File: src/rtl/exec_ctrl_pkg.sv
// Shared types for the execution controller and the debug unit that drives it.
// Keeps the state, command and completion-code encodings in one place.
package exec_ctrl_pkg;

  typedef enum logic [2:0] {
    ST_IDLE   = 3'd0,
    ST_RUN    = 3'd1,
    ST_STEP   = 3'd2,
    ST_HALTED = 3'd3
  } state_e;

  typedef enum logic [1:0] {
    CMD_PAUSE   = 2'b00,
    CMD_RUN     = 2'b01,
    CMD_STEP    = 2'b10,
    CMD_RESTART = 2'b11
  } cmd_e;

  typedef enum logic [1:0] {
    DONE_PAUSED   = 2'b00,
    DONE_STEPPED  = 2'b01,
    DONE_HALTED   = 2'b10,
    DONE_REJECTED = 2'b11
  } done_e;

  localparam int unsigned CYCLE_CNT_W = 32;

endpackage

File: src/rtl/sat_counter.sv
// Up-counter that sticks at all-ones instead of wrapping.
// A clear always wins over an enable in the same cycle.
module sat_counter #(
  parameter int unsigned WIDTH = 32
) (
  input  logic             clk,
  input  logic             rst_n,
  input  logic             enable,
  input  logic             clear,
  output logic [WIDTH-1:0] count
);

  localparam logic [WIDTH-1:0] MAX_VAL = {WIDTH{1'b1}};
  localparam logic [WIDTH-1:0] ONE_VAL = {{(WIDTH-1){1'b0}}, 1'b1};

  logic [WIDTH-1:0] value;

  // Counter register: clear, saturating increment, or hold.
  always_ff @(posedge clk or negedge rst_n) begin
    if (!rst_n) begin
      value <= {WIDTH{1'b0}};
    end else if (clear) begin
      value <= {WIDTH{1'b0}};
    end else if (enable && (value != MAX_VAL)) begin
      value <= value + ONE_VAL;
    end else begin
      value <= value;
    end
  end

  assign count = value;

endmodule

File: src/rtl/exec_controller.sv
// Debug execution controller: gates the pipeline enable from RUN/STEP/PAUSE/
// RESTART commands and the retiring ECALL, and reports command completion.
module exec_controller
  import exec_ctrl_pkg::*;
(
  input  logic        clk_i,
  input  logic        rst_ni,
  input  logic        cmd_valid_i,
  input  logic [1:0]  cmd_op_i,
  output logic        cmd_ready_o,
  input  logic        halt_i,
  output logic        cpu_en_o,
  output logic        pc_reset_o,
  output logic        done_valid_o,
  output logic [1:0]  done_code_o,
  output logic [2:0]  state_o,
  output logic [31:0] cycle_cnt_o
);

  state_e state;
  state_e state_next;
  logic   cmd_accept;
  logic   restart;
  logic   done_set;
  done_e  done_code_next;
  logic   done_valid;
  done_e  done_code;
  logic   pc_reset;

  assign cmd_ready_o = (state != ST_STEP);
  assign cmd_accept  = cmd_valid_i && cmd_ready_o;
  // Combinational so the ECALL cycle itself never advances the pipeline.
  assign cpu_en_o    = ((state == ST_RUN) || (state == ST_STEP)) && !halt_i;

  // Next-state and completion decode.
  always_comb begin
    state_next     = state;
    restart        = 1'b0;
    done_set       = 1'b0;
    done_code_next = DONE_PAUSED;
    case (state)
      ST_IDLE: begin
        if (cmd_accept) begin
          case (cmd_e'(cmd_op_i))
            CMD_RUN:     state_next = ST_RUN;
            CMD_STEP:    state_next = ST_STEP;
            CMD_RESTART: restart    = 1'b1;
            CMD_PAUSE:   done_set   = 1'b1;
            default:     state_next = ST_IDLE;
          endcase
        end else begin
          state_next = ST_IDLE;
        end
      end
      ST_RUN: begin
        // A retiring ECALL swallows any command offered in the same cycle.
        if (halt_i) begin
          state_next     = ST_HALTED;
          done_set       = 1'b1;
          done_code_next = DONE_HALTED;
        end else if (cmd_accept) begin
          case (cmd_e'(cmd_op_i))
            CMD_PAUSE: begin
              state_next = ST_IDLE;
              done_set   = 1'b1;
            end
            CMD_RUN: state_next = ST_RUN;
            default: begin
              done_set       = 1'b1;
              done_code_next = DONE_REJECTED;
            end
          endcase
        end else begin
          state_next = ST_RUN;
        end
      end
      ST_STEP: begin
        done_set = 1'b1;
        if (halt_i) begin
          state_next     = ST_HALTED;
          done_code_next = DONE_HALTED;
        end else begin
          state_next     = ST_IDLE;
          done_code_next = DONE_STEPPED;
        end
      end
      ST_HALTED: begin
        if (cmd_accept) begin
          if (cmd_e'(cmd_op_i) == CMD_RESTART) begin
            state_next = ST_IDLE;
            restart    = 1'b1;
          end else begin
            done_set       = 1'b1;
            done_code_next = DONE_REJECTED;
          end
        end else begin
          state_next = ST_HALTED;
        end
      end
      default: state_next = ST_IDLE;
    endcase
  end

  // State and registered pulse outputs.
  always_ff @(posedge clk_i or negedge rst_ni) begin
    if (!rst_ni) begin
      state      <= ST_IDLE;
      done_valid <= 1'b0;
      done_code  <= DONE_PAUSED;
      pc_reset   <= 1'b0;
    end else begin
      state      <= state_next;
      done_valid <= done_set;
      done_code  <= done_set ? done_code_next : DONE_PAUSED;
      pc_reset   <= restart;
    end
  end

  sat_counter #(
    .WIDTH(CYCLE_CNT_W)
  ) u_cycle_cnt (
    .clk    (clk_i),
    .rst_n  (rst_ni),
    .enable (cpu_en_o),
    .clear  (restart),
    .count  (cycle_cnt_o)
  );

  assign state_o      = state;
  assign done_valid_o = done_valid;
  assign done_code_o  = done_code;
  assign pc_reset_o   = pc_reset;

endmodule
File: config.mk
export PLATFORM = sky130hd
export DESIGN_NAME = exec_controller
export DESIGN_NICKNAME = d
export VERILOG_FILES = /design/src/rtl/exec_ctrl_pkg.sv /design/src/rtl/sat_counter.sv /design/src/rtl/exec_controller.sv
export SDC_FILE = /design/constraint.sdc
export NUM_CORES = 1
export LEC_CHECK = 0
export CORE_MARGIN = 4
export CORE_UTILIZATION = 41
export CTS_BUF_LIST = sky130_fd_sc_hd__clkbuf_8
export DETAILED_ROUTE_END_ITERATION = 10
export PLACE_DENSITY = 0.66
export SKIP_CTS_REPAIR_TIMING = 1
export SYNTH_ARGS = -nofsm -noshare
export SYNTH_HDL_FRONTEND = slang
export SYNTH_SLANG_ARGS = --single-unit
File: constraint.sdc
create_clock -name clk_i -period 3.2 [get_ports clk_i]
set_input_delay 0.48 -clock clk_i [delete_from_list [all_inputs] [get_ports clk_i]]
set_output_delay 0.48 -clock clk_i [all_outputs]
set_load 0.02 [all_outputs]
======== Yosys cells after proc, flatten, opt, wreduce, memory -nomap -nowiden ========
Cells that the tools add are included.
operators by class
  multipliers ............................. 0
  add/sub/neg operators ................... 1
  div/mod/pow operators ................... 0
  equality and inequality tests ........... 11
  bitwise gates (word level) .............. 0
  reduce and logical (&&, ||, !) cells .... 11
  order comparisons ....................... 0
  multiplexer cells ....................... 30
  shift-type cells ........................ 0
operator list
  operator                                                               count
  32-bit 2-to-1 mux                                                      2
  32-bit by 1-bit adder with 32-bit output, second input constant        1
  32-bit != test, second input constant                                  1
  2-bit 2-to-1 mux                                                       8
  3-bit 2-to-1 mux                                                       5
  3-bit one-hot mux with 2 select lines                                  2
  3-bit one-hot mux with 4 select lines                                  1
  1-bit 2-to-1 mux                                                       10
  3-bit by 2-bit equality test with 1-bit output, second input constant  2
  2-bit one-hot mux with 3 select lines                                  1
  5-bit by 3-bit != test with 1-bit output, second input constant        1
  2-bit equality test, second input constant                             2
  4-bit by 3-bit != test with 1-bit output, second input constant        1
  1-bit one-hot mux with 4 select lines                                  1
  2-bit OR reduction                                                     2
  3-bit by 1-bit equality test with 1-bit output, second input constant  1
  1-bit logical AND                                                      3
  3-bit zero test                                                        1
  3-bit by 2-bit != test with 1-bit output, second input constant        1
  3-bit != test, second input constant                                   1
  3-bit AND reduction                                                    1
  2-bit by 1-bit equality test with 1-bit output, second input constant  1
  2-bit zero test                                                        1
  2-bit nonzero test                                                     1
  other kinds (2)                                                        2
word-level totals
  output and inout port bits .............. 41
  memories kept ........................... 0
  input port bits ......................... 6
  bits in read-only memories .............. 0
  bits in latches ......................... 0
  flip-flop bits (word level) ............. 39
  memory bits (writable) .................. 0
  logic and storage cells ................. 58

======== Depth between registers and ports, before layout ========
Gate-level depths: netlist (run 1).
  depth after elaboration ................. 7
  depth in mapped cells ................... 9
  gate-level depth less buffers ........... 8

======== Cells and area by module ========
Synthesis (run 1) repeated with hierarchy kept, for this count alone.
second synthesis, totals
  cells, all modules ...................... 253
  area, all modules ....................... 2367.3 µm²
by module, submodules not included
  module           times used  area an instance (µm²)  sequential area each (µm²)  cells an instance
  sat_counter      1           1854.3                  800.8                       198
  exec_controller  1           513.0                   150.1                       55

======== Least setup slack after synthesis (run 1) ========
No wires, ideal clock.
  kind .................................... reg-to-reg
  from .................................... reg u_cycle_cnt.value[0], in the netlist u_cycle_cnt.count[0]
  to ...................................... reg u_cycle_cnt.value[13], in the netlist u_cycle_cnt.count[13]
  data arrival time ....................... 2.410 ns
  buffers on the path ..................... 2
  period minus slack after synthesis ...... 2.534 ns
  setup time .............................. 0.124 ns
  cell stages (with the launch flop) ...... 9
  setup slack ............................. 0.666 ns
  data required time ...................... 3.076 ns
  path through ............................ dfrtp_1 ha_1 nand3_1 or4_1 buf_2 o31a_1 buf_6 and3_1 a211o_1
between the ends
  word-level cells in the longest chain between the ends .. 3
  elaborated cells between the ends (all ways) .. 6
  those cells by class .................... add/sub: 1; eq/ne: 1; mux: 2; reduce/logical: 2
RTL lines
  what                                                                               line                                  text
  start, declared                                                                    sat_counter.sv:16                     logic [WIDTH-1:0] value;
  start signal, assigned                                                             sat_counter.sv:21                     value <= {WIDTH{1'b0}};
  start signal, assigned                                                             sat_counter.sv:23                     value <= {WIDTH{1'b0}};
  start signal, assigned                                                             sat_counter.sv:25                     value <= value + ONE_VAL;
  32-bit by 1-bit adder with 32-bit output / 32-bit != test (equally long branches)  sat_counter.sv:25, sat_counter.sv:24
  32-bit 2-to-1 mux / 1-bit logical AND (equally long branches)                      sat_counter.sv:24                     end else if (enable && (value != MAX_VAL)) begin
  32-bit 2-to-1 mux / 2-bit nonzero test (equally long branches)                     --
Several ways; a longest one is shown, not always the timed one. The select of a mux whose other input is x is not followed.
A chain may end at the register's enable or synchronous reset.

======== Worst setup path after layout (run 1) ========
Ends and elaborated chain as after synthesis.

==> results.sh, run 1 <==
export IMPL_status="completed"
export IMPL_post_synth_fa_ha_maj_area_fraction_pct=3.72
export IMPL_drtIter0Drc=246
export IMPL_whs_ps=290
export IMPL_internal_power_w=0.000999
export IMPL_r2r_cells=6
export IMPL_max_slew_margin_pct=30.6
export IMPL_netlist_top_cell_by_area="dfrtp_1"
export IMPL_arrival_ps=3000
export IMPL_clk_transition_reported_paths_ps=70
export IMPL_setup_worst_path_start="u_cycle_cnt.count[0]"
export IMPL_finalHoldViolations=0
export IMPL_cts_tree="built"
export IMPL_cp_max_fo=12
export IMPL_synthFlopType="dfrtp_1"
export IMPL_ant_nets=0
export IMPL_grt_pass1_vias=2060
export IMPL_synthSimpleGateAreaFrac_pct=28.4
export IMPL_avgSynthCellArea_um2=9.07
export IMPL_drv_slew=0
export IMPL_synth_xor_xnor_area_share_pct=1.15
export IMPL_synth_edf_count=0
export IMPL_layout_cells_non_filler=371
export IMPL_vias=2127
export IMPL_synth_cells=252
export IMPL_syn2layout_area_growth_pct=26.7
export IMPL_grt_max_degree=39
export IMPL_numPortBuffers=45
export IMPL_grt_setup_unrepaired="no"
export IMPL_ys_top_cells_by_area="dfrtp_1, a211o_1, and3_1"
export IMPL_dp_cells=363
export IMPL_initial_utilization_pct=43.4
export IMPL_clockBufferDepth=2
export IMPL_grt_antenna_before_repair=0
export IMPL_fin_setup_tns_ps=0
export IMPL_peakVddDrop_mv=0.464
export IMPL_use_met3_pct=3.25
export IMPL_seq_area_frac_synth_pct=41.6
export IMPL_layout_nets=312
export IMPL_netlist_area_um2=2290
export IMPL_path_class="reg -> reg"
export IMPL_dr_pass1_iters=5
export IMPL_p_per_area_nw_per_um2=574
export IMPL_core_um2=5270
export IMPL_top_usage_layer="met2"
export IMPL_finalSetupViolCount=0
export IMPL_cp_required_ps=3430
export IMPL_cts_buffers=5
export IMPL_synth_top_family_by_area="simple AND/OR/NAND/NOR gates"
export IMPL_synth_compound_gate_area_share_pct=17.8
export IMPL_wl_per_cell_um=15.3
export IMPL_pwr_share_seq_pct=36.0
export IMPL_cp_cell_sequence="ha_1 -> nand3_1 -> or4_1 -> o31a_1 -> nor2_1 -> a211o_1"
export IMPL_cpPeakStageDelay_ps=680
export IMPL_yosysWarnings=0
export IMPL_cap_violations=0
export IMPL_grt_ovfl_total=0
export IMPL_grt_pass1_wl_um=9580
export IMPL_cts_sinks=38
export IMPL_globalplace_congestion=0.847
export IMPL_drt_total_wl_um=5690
export IMPL_yosysTopAreaCellShare_pct=41.6
export IMPL_num_io_pins=47
export IMPL_viasPerCell=5.73
export IMPL_synth_cell_type_count=45
export IMPL_p_clk_share_pct=20.5
export IMPL_r2r_slack_ps=430
export IMPL_diodes=0
export IMPL_cp_slowest_cell="nor2_1"
export IMPL_netlist_top_cells_count="dfrtp_1, nor2_1, nand2_1, nand3_1, nor3_1"
export IMPL_grtUsageTotal_pct=18.2
export IMPL_die_area_um2=6830
export IMPL_pwr_share_comb_pct=43.5
export IMPL_sw_frac_of_total_pct=39.9
export IMPL_yosysMostFrequentCell="dfrtp_1"
export IMPL_worstReg2RegStart="u_cycle_cnt.count[0]"
export IMPL_drive_gt1_share_pct=6.31
export IMPL_fin_crit_ps=2770
export IMPL_hp_class="in -> async"
export IMPL_async_flop_share_pct=100
export IMPL_p_total_w=0.00166
export IMPL_crit_path_end="u_cycle_cnt.count[13]"
export IMPL_worstSkewPairLatency_ps=290
export IMPL_synth_seq_cells=38
export IMPL_cts_max_level=2
export IMPL_cp_start_kind="flip-flop"
export IMPL_worst_slew_pin_slew_ps=1030
export IMPL_die_h_um=82.7
export IMPL_drc=0
export IMPL_die_x_um=82.7
export IMPL_end_kind="flip-flop"
export IMPL_fmax_mhz=361
export IMPL_met1_usage_pct=23.4
export IMPL_cts_root_buf="clkbuf_8"
export IMPL_post_dp_hpwl_um=4090
export IMPL_use_met2_pct=30.2
export IMPL_power_switching_w=0.000663
export IMPL_num_rows=26
export IMPL_fin_crit_sh_pct=86.7
export IMPL_timing_rr_end="u_cycle_cnt.count[13]"
export IMPL_finClkSkew_ps=6.88
export IMPL_synthMuxAreaShare_pct=2.63
export IMPL_synth_fp_nets=264
export IMPL_leakagePower_nw=1.31
-- placed cells by master (no fill, tap or decap), types with 7 or more instances in the layout --
master           instances
o21ai_0                 12
a211o_1                 12
dfrtp_1                 38
nand2_1                 14
nand3_1                 14
inv_1                   13
nand4_1                 13
or3_1                    7
clkdlybuf4s50_1         44
and3_1                  13
a21oi_1                 10
nor2_1                  16
nor3_1                  14
-- worst min path at each step --
| stage | startpoint | end | slack [ps] | cells past startpoint |
|---|---|---|---|---|
| global placement | u_cycle_cnt.count[26] | u_cycle_cnt.count[26] | 550 | 1 |
| CTS | rst_ni | u_cycle_cnt.count[7] | 320 | 1 |
| finish | rst_ni | u_cycle_cnt.count[5] | 290 | 1 |
| detailed placement | u_cycle_cnt.count[26] | u_cycle_cnt.count[26] | 550 | 1 |
| floorplan | rst_ni | done_code_o[0] | 180 | 0 |
| global route | rst_ni | u_cycle_cnt.count[7] | 370 | 1 |
-- through the flow --
step / util (%) / instance area [um^2] / worst slack [ps]
floorplan: - / 2290 / 666
global placement: 53.2 / 2800 / 481
detailed placement: 53.2 / 2800 / 413
CTS: 54.9 / 2900 / 407
global route: 54.9 / 2900 / 175
finish: 54.9 / 2900 / 426
-- critical path, delay by kind of cell, from the launching register on --
kind | cells | cell delay, ps
simple gates | 3 | 1400
compound gates | 2 | 680
flops | 1 | 430
fa+ha+maj | 1 | 220
-- registers in the layout (all words and copies together) (netlist names) --
register           flops
pc_reset_o             1
state_o                2
u_cycle_cnt.count     32
done_code_o            2
done_valid_o           1
-- per-layer routing --
layer / vias to the layer above / wire length, um / share of wire [%]
li1: 1044 / - / -
met1: 1028 / 2570 / 45
met2: 51 / 2790 / 49
met3: 4 / 271 / 4.8
met4: 0 / 52 / 0.91
met5: - / 0 / 0
-- final cells by class --
type	count	area [um^2]
Clock buffer	6	82.6
Clock inverter	2	8.76
Fill cell	506	2370
Inverter	12	45.0
Multi-Input combinational cell	192	1230
Sequential cell	38	951
Tap cell	70	87.6
Timing Repair Buffer	51	490
-- cells by family (layout without fill, tap and decap cells) --
| logic type | after synthesis | count (layout) |
|---|---|---|
| and+or+nand+nor | 118 | 118 |
| buffers and inverters | 22 | 71 |
| muxes | 6 | 6 |
| other | 1 | 1 |
| DFF | 38 | 38 |
| xor gates and xnor gates | 3 | 3 |
| AOI/OAI and AO/OA | 57 | 57 |
| adders and majority gates | 7 | 7 |
-- power by group through the flow --
stage	logic (W)	registers, W	clock network (W)
6_report	0.000723	0.000598	0.000341
2_1_floorplan	0.000416	0.000669	0
4_1_cts	0.000734	0.000598	0.000352
3_5_place_dp	0.000732	0.000607	0
5_1_grt	0.000801	0.000607	0.000375
3_3_place_gp	0.000725	0.000604	0
Power figures use the tool's default switching activity.
==> run 2, diff against run 1 <==
CELL_PAD_IN_SITES_DETAIL_PLACEMENT = 0   (was default)
CELL_PAD_IN_SITES_GLOBAL_PLACEMENT = 1   (was default)
CORE_UTILIZATION = 40   (was 41)
CTS_CLUSTER_SIZE = 25   (was default)
PLACE_DENSITY = 0.82   (was 0.66)
SKIP_CTS_REPAIR_TIMING = default   (was 1)
==> results.sh, run 2 (same netlist as run 1, synthesis figures left out) <==
export IMPL_grt_ovfl_total=0
export IMPL_end_kind="flip-flop"
export IMPL_cp_max_fo=12
export IMPL_die_x_um=83.6
export IMPL_die_h_um=83.6
export IMPL_grt_antenna_before_repair=0
export IMPL_drv_slew=0
export IMPL_ant_nets=0
export IMPL_max_slew_margin_pct=20.7
export IMPL_dp_cells=363
export IMPL_syn2layout_area_growth_pct=26.1
export IMPL_cap_violations=0
export IMPL_cp_required_ps=3430
export IMPL_hp_class="in -> async"
export IMPL_final_cell_mix="clkdlybuf4s50_1, dfrtp_1, nor2_1"
export IMPL_grt_max_degree=39
export IMPL_cts_buffers=5
export IMPL_layout_cells_non_filler=371
export IMPL_worstSkewPairLatency_ps=290
export IMPL_fmax_mhz=347
export IMPL_worst_slew_pin_slew_ps=1170
export IMPL_vias=2126
export IMPL_die_area_um2=6990
export IMPL_cp_start_kind="flip-flop"
export IMPL_numPortBuffers=45
export IMPL_path_class="reg -> reg"
export IMPL_postLayoutSetupSlackWorst_ps=321
export IMPL_viasPerCell=5.73
export IMPL_largest_reg_flops=32
export IMPL_fin_crit_sh_pct=90.0
export IMPL_finalSetupViolCount=0
export IMPL_core_um2=5540
export IMPL_p_total_w=0.00167
export IMPL_status="completed"
export IMPL_grt_pass1_vias=1978
export IMPL_cts_sinks=38
export IMPL_layout_nets=310
export IMPL_clockBufferDepth=2
export IMPL_finalHoldViolations=0
export IMPL_drt_total_wl_um=5740
export IMPL_leakagePower_nw=1.31
export IMPL_finClkSkew_ps=3.34
export IMPL_grt_pass1_wl_um=9650
export IMPL_globalplace_congestion=0.819
export IMPL_arrival_ps=3110
export IMPL_final_cell_area_um2=2880
export IMPL_placed_area_um2=2790
export IMPL_cts_root_buf="clkbuf_8"
export IMPL_drtIter0Drc=173
export IMPL_num_io_pins=47
export IMPL_drive_gt1_share_pct=5.69
export IMPL_post_dp_hpwl_um=4020
export IMPL_r2r_slack_ps=320
export IMPL_layout_commonest_cell="clkdlybuf4s50_1"
export IMPL_cts_resized_gates=0
export IMPL_fin_crit_ps=2880
export IMPL_initial_utilization_pct=41.3
export IMPL_fin_setup_tns_ps=0
export IMPL_dr_pass1_iters=4
export IMPL_clk_transition_reported_paths_ps=70
export IMPL_cts_tree="built"
export IMPL_hold_buffers=0
export IMPL_place_ws_ps=346
export IMPL_grtUsageTotal_pct=16.9
export IMPL_p_per_area_nw_per_um2=578
export IMPL_wl_per_cell_um=15.5
export IMPL_grt_setup_unrepaired="no"
export IMPL_drc=0
export IMPL_peakVddDrop_mv=0.476
export IMPL_post_cts_buffers=0
export IMPL_cts_max_level=2
export IMPL_num_rows=27
export IMPL_diodes=0
run 2: changes by cell type in the layout (fill, tap and decap cells not counted), sizes merged:
cell / delta
buf: -2
run 2: metal layers:
metal	share of wire, %	wire [um]	track usage (%)	up-vias
li1	-	-	-	1041
met5	0	0	0	-
met3	5.5	318	3.85	7
met4	1.3	76	5.26	0
met2	47	2680	27.3	62
met1	47	2670	22.5	1016
run 2: critical path: stages, from the launching register on:
cell and delay (ps):
dfrtp_1 420, ha_1 220, nand3_1 130, or4_1 700
o31a_1 370, nor2_1 750, a211o_1 240
run 2: final cells by class:
class / count / area, um^2
clock inverters: 2 / 8.76
repair buffers: 49 / 475
inverters: 12 / 45.0
multi-input cells: 192 / 1230
flip-flops and latches: 38 / 951
well taps: 72 / 90.1
clock buffers: 6 / 82.6
fillers: 552 / 2660
run 2: path summary, 6_finish.rpt:
path                                             from                    end  depth (start not counted)
worst max-delay path             u_cycle_cnt.count[0]  u_cycle_cnt.count[22]                          6
worst min-delay path                           rst_ni   u_cycle_cnt.count[9]                          1
worst max register to register   u_cycle_cnt.count[0]  u_cycle_cnt.count[22]                          6
worst min register to register  u_cycle_cnt.count[26]  u_cycle_cnt.count[26]                          1
max in group asynchronous                      rst_ni  u_cycle_cnt.count[19]                          1
min in group clk_i              u_cycle_cnt.count[26]  u_cycle_cnt.count[26]                          1
run 2: power by group:
group          internal [W]  switching (W)  leakage, nW  total [W]
registers          0.000539      0.0000596        0.520   0.000598
clock network      0.000171       0.000168       0.0524   0.000338
logic              0.000287       0.000443        0.733   0.000731
total              0.000996       0.000671         1.31    0.00167
run 2: per-stage QoR:
stage                     hold WS, ps  utilization, %
after global routing              366            52.0
after detailed placement          532            50.4
final                             291            52.0
after floorplan                   184               -
after CTS                         325            52.0
after global placement            531            50.4
==> run 3, diff against run 2 <==
CORE_MARGIN = 2   (was 4)
GPL_ROUTABILITY_DRIVEN = 1   (was default)
==> results.sh, run 3 (same netlist as run 1, synthesis figures left out) <==
export IMPL_initial_utilization_pct=41.5
export IMPL_dr_pass1_iters=4
export IMPL_cp_start_kind="flip-flop"
export IMPL_cts_buffers=5
export IMPL_postLayoutSetupSlackWorst_ps=510
export IMPL_cp_max_fo=11
export IMPL_die_h_um=79.6
export IMPL_finClkSkew_ps=7.72
export IMPL_finalSetupViolCount=0
export IMPL_cts_tree="built"
export IMPL_viasPerCell=5.85
export IMPL_path_class="reg -> reg"
export IMPL_syn2layout_area_growth_pct=25.8
export IMPL_worstSkewPairLatency_ps=290
export IMPL_drt_total_wl_um=5770
export IMPL_cp_slowest_cell="or4_1"
export IMPL_grt_setup_unrepaired="no"
export IMPL_met1_usage_pct=24.6
export IMPL_grt_antenna_before_repair=0
export IMPL_wl_per_cell_um=15.5
export IMPL_p_per_area_nw_per_um2=572
export IMPL_use_met2_pct=32.9
export IMPL_grtUsageTotal_pct=19.2
export IMPL_use_met3_pct=3.39
export IMPL_globalplace_congestion=0.818
export IMPL_ant_nets=0
export IMPL_num_rows=27
export IMPL_cts_sinks=38
export IMPL_hp_class="in -> async"
export IMPL_placed_area_um2=2800
export IMPL_worst_slew_pin_slew_ps=1010
export IMPL_num_io_pins=47
export IMPL_grt_pass1_wl_um=9550
export IMPL_hold_buffers=0
export IMPL_post_cts_buffers=0
export IMPL_drc=0
export IMPL_cpPeakStageDelay_ps=710
export IMPL_clk_transition_reported_paths_ps=70
export IMPL_fillers=524
export IMPL_die_area_um2=6340
export IMPL_final_cell_area_um2=2880
export IMPL_end_kind="flip-flop"
export IMPL_core_um2=5510
export IMPL_post_dp_hpwl_um=4040
export IMPL_die_x_um=79.6
export IMPL_cts_resized_gates=0
export IMPL_cap_violations=0
export IMPL_top_usage_layer="met2"
export IMPL_drtIter0Drc=117
export IMPL_fin_crit_sh_pct=84.1
export IMPL_layout_commonest_cell="clkdlybuf4s50_1"
export IMPL_max_slew_margin_pct=32.0
export IMPL_numPortBuffers=45
export IMPL_grt_max_degree=39
export IMPL_diodes=0
export IMPL_layout_nets=311
export IMPL_finalHoldViolations=0
export IMPL_leakagePower_nw=1.30
export IMPL_final_cell_mix="clkdlybuf4s50_1, dfrtp_1, nor2_1"
export IMPL_arrival_ps=2870
export IMPL_cp_required_ps=3380
export IMPL_fin_crit_ps=2690
export IMPL_cts_max_level=2
export IMPL_drive_gt1_share_pct=5.35
export IMPL_fmax_mhz=372
export IMPL_peakVddDrop_mv=0.392
export IMPL_drv_slew=0
export IMPL_vias=2169
export IMPL_cts_root_buf="clkbuf_8"
export IMPL_place_ws_ps=467
export IMPL_cp_cell_sequence="ha_1 -> nand3_1 -> or4_1 -> o31a_1 -> buf_4 -> and3_1 -> a211o_1"
export IMPL_grt_pass1_vias=1966
export IMPL_largest_reg_flops=32
export IMPL_grt_ovfl_total=0
export IMPL_clockBufferDepth=2
export IMPL_status="completed"
export IMPL_fin_setup_tns_ps=0
-- run 3: area by class of cell --
| class | count | area (um^2) | share of cell area (%) |
|---|---|---|---|
| clock buffer | 5 | 68.8 | 2.39 |
| clock inverter | 2 | 7.51 | 0.261 |
| inverter | 12 | 45.0 | 1.57 |
| multi-input combinational | 192 | 1230 | 42.8 |
| sequential | 38 | 951 | 33.1 |
| tap | 72 | 90.1 | 3.13 |
| timing repair buffer | 50 | 483 | 16.8 |
-- run 3: worst paths after layout --
kind / from / end / slack, ps / depth (start not counted)
max: u_cycle_cnt.count[0] / u_cycle_cnt.count[10] / 510 / 7
min: rst_ni / u_cycle_cnt.count[9] / 290 / 1
max reg2reg: u_cycle_cnt.count[0] / u_cycle_cnt.count[10] / 510 / 7
min reg2reg: u_cycle_cnt.count[26] / u_cycle_cnt.count[26] / 530 / 1
max in group asynchronous: rst_ni / u_cycle_cnt.count[1] / 2350 / 1
min in group clk_i: u_cycle_cnt.count[26] / u_cycle_cnt.count[26] / 530 / 1
-- run 3: through the flow --
step	power, W	util, %	hold WS, ps	instances
floorplan	0.00109	-	184	252
global placement	0.00135	50.8	530	364
detailed placement	0.00135	50.8	526	364
CTS	0.00165	52.2	333	371
global route	0.00176	52.2	361	371
finish	0.00164	52.2	290	371
-- run 3: critical path, delay by kind of cell, from the launching register on --
kind	cells	cell delay, ps
and+or+nand+nor	3	1030
AOI/OAI and AO/OA	2	700
DFF	1	430
adders and majority gates	1	220
buffers and inverters	1	210
-- run 3: per-layer routing --
metal | vias to the layer above | share of wire [%]
met2 | 51 | 49
met3 | 8 | 4.0
met1 | 1071 | 45
li1 | 1039 | -
met4 | 0 | 1.3
met5 | - | 0
-- run 3: report_power, final --
part / internal [W] / total [W] / switching, W
clock: 0.000144 / 0.000308 / 0.000165
combinational: 0.000298 / 0.000736 / 0.000438
sequential: 0.000539 / 0.000600 / 0.0000616
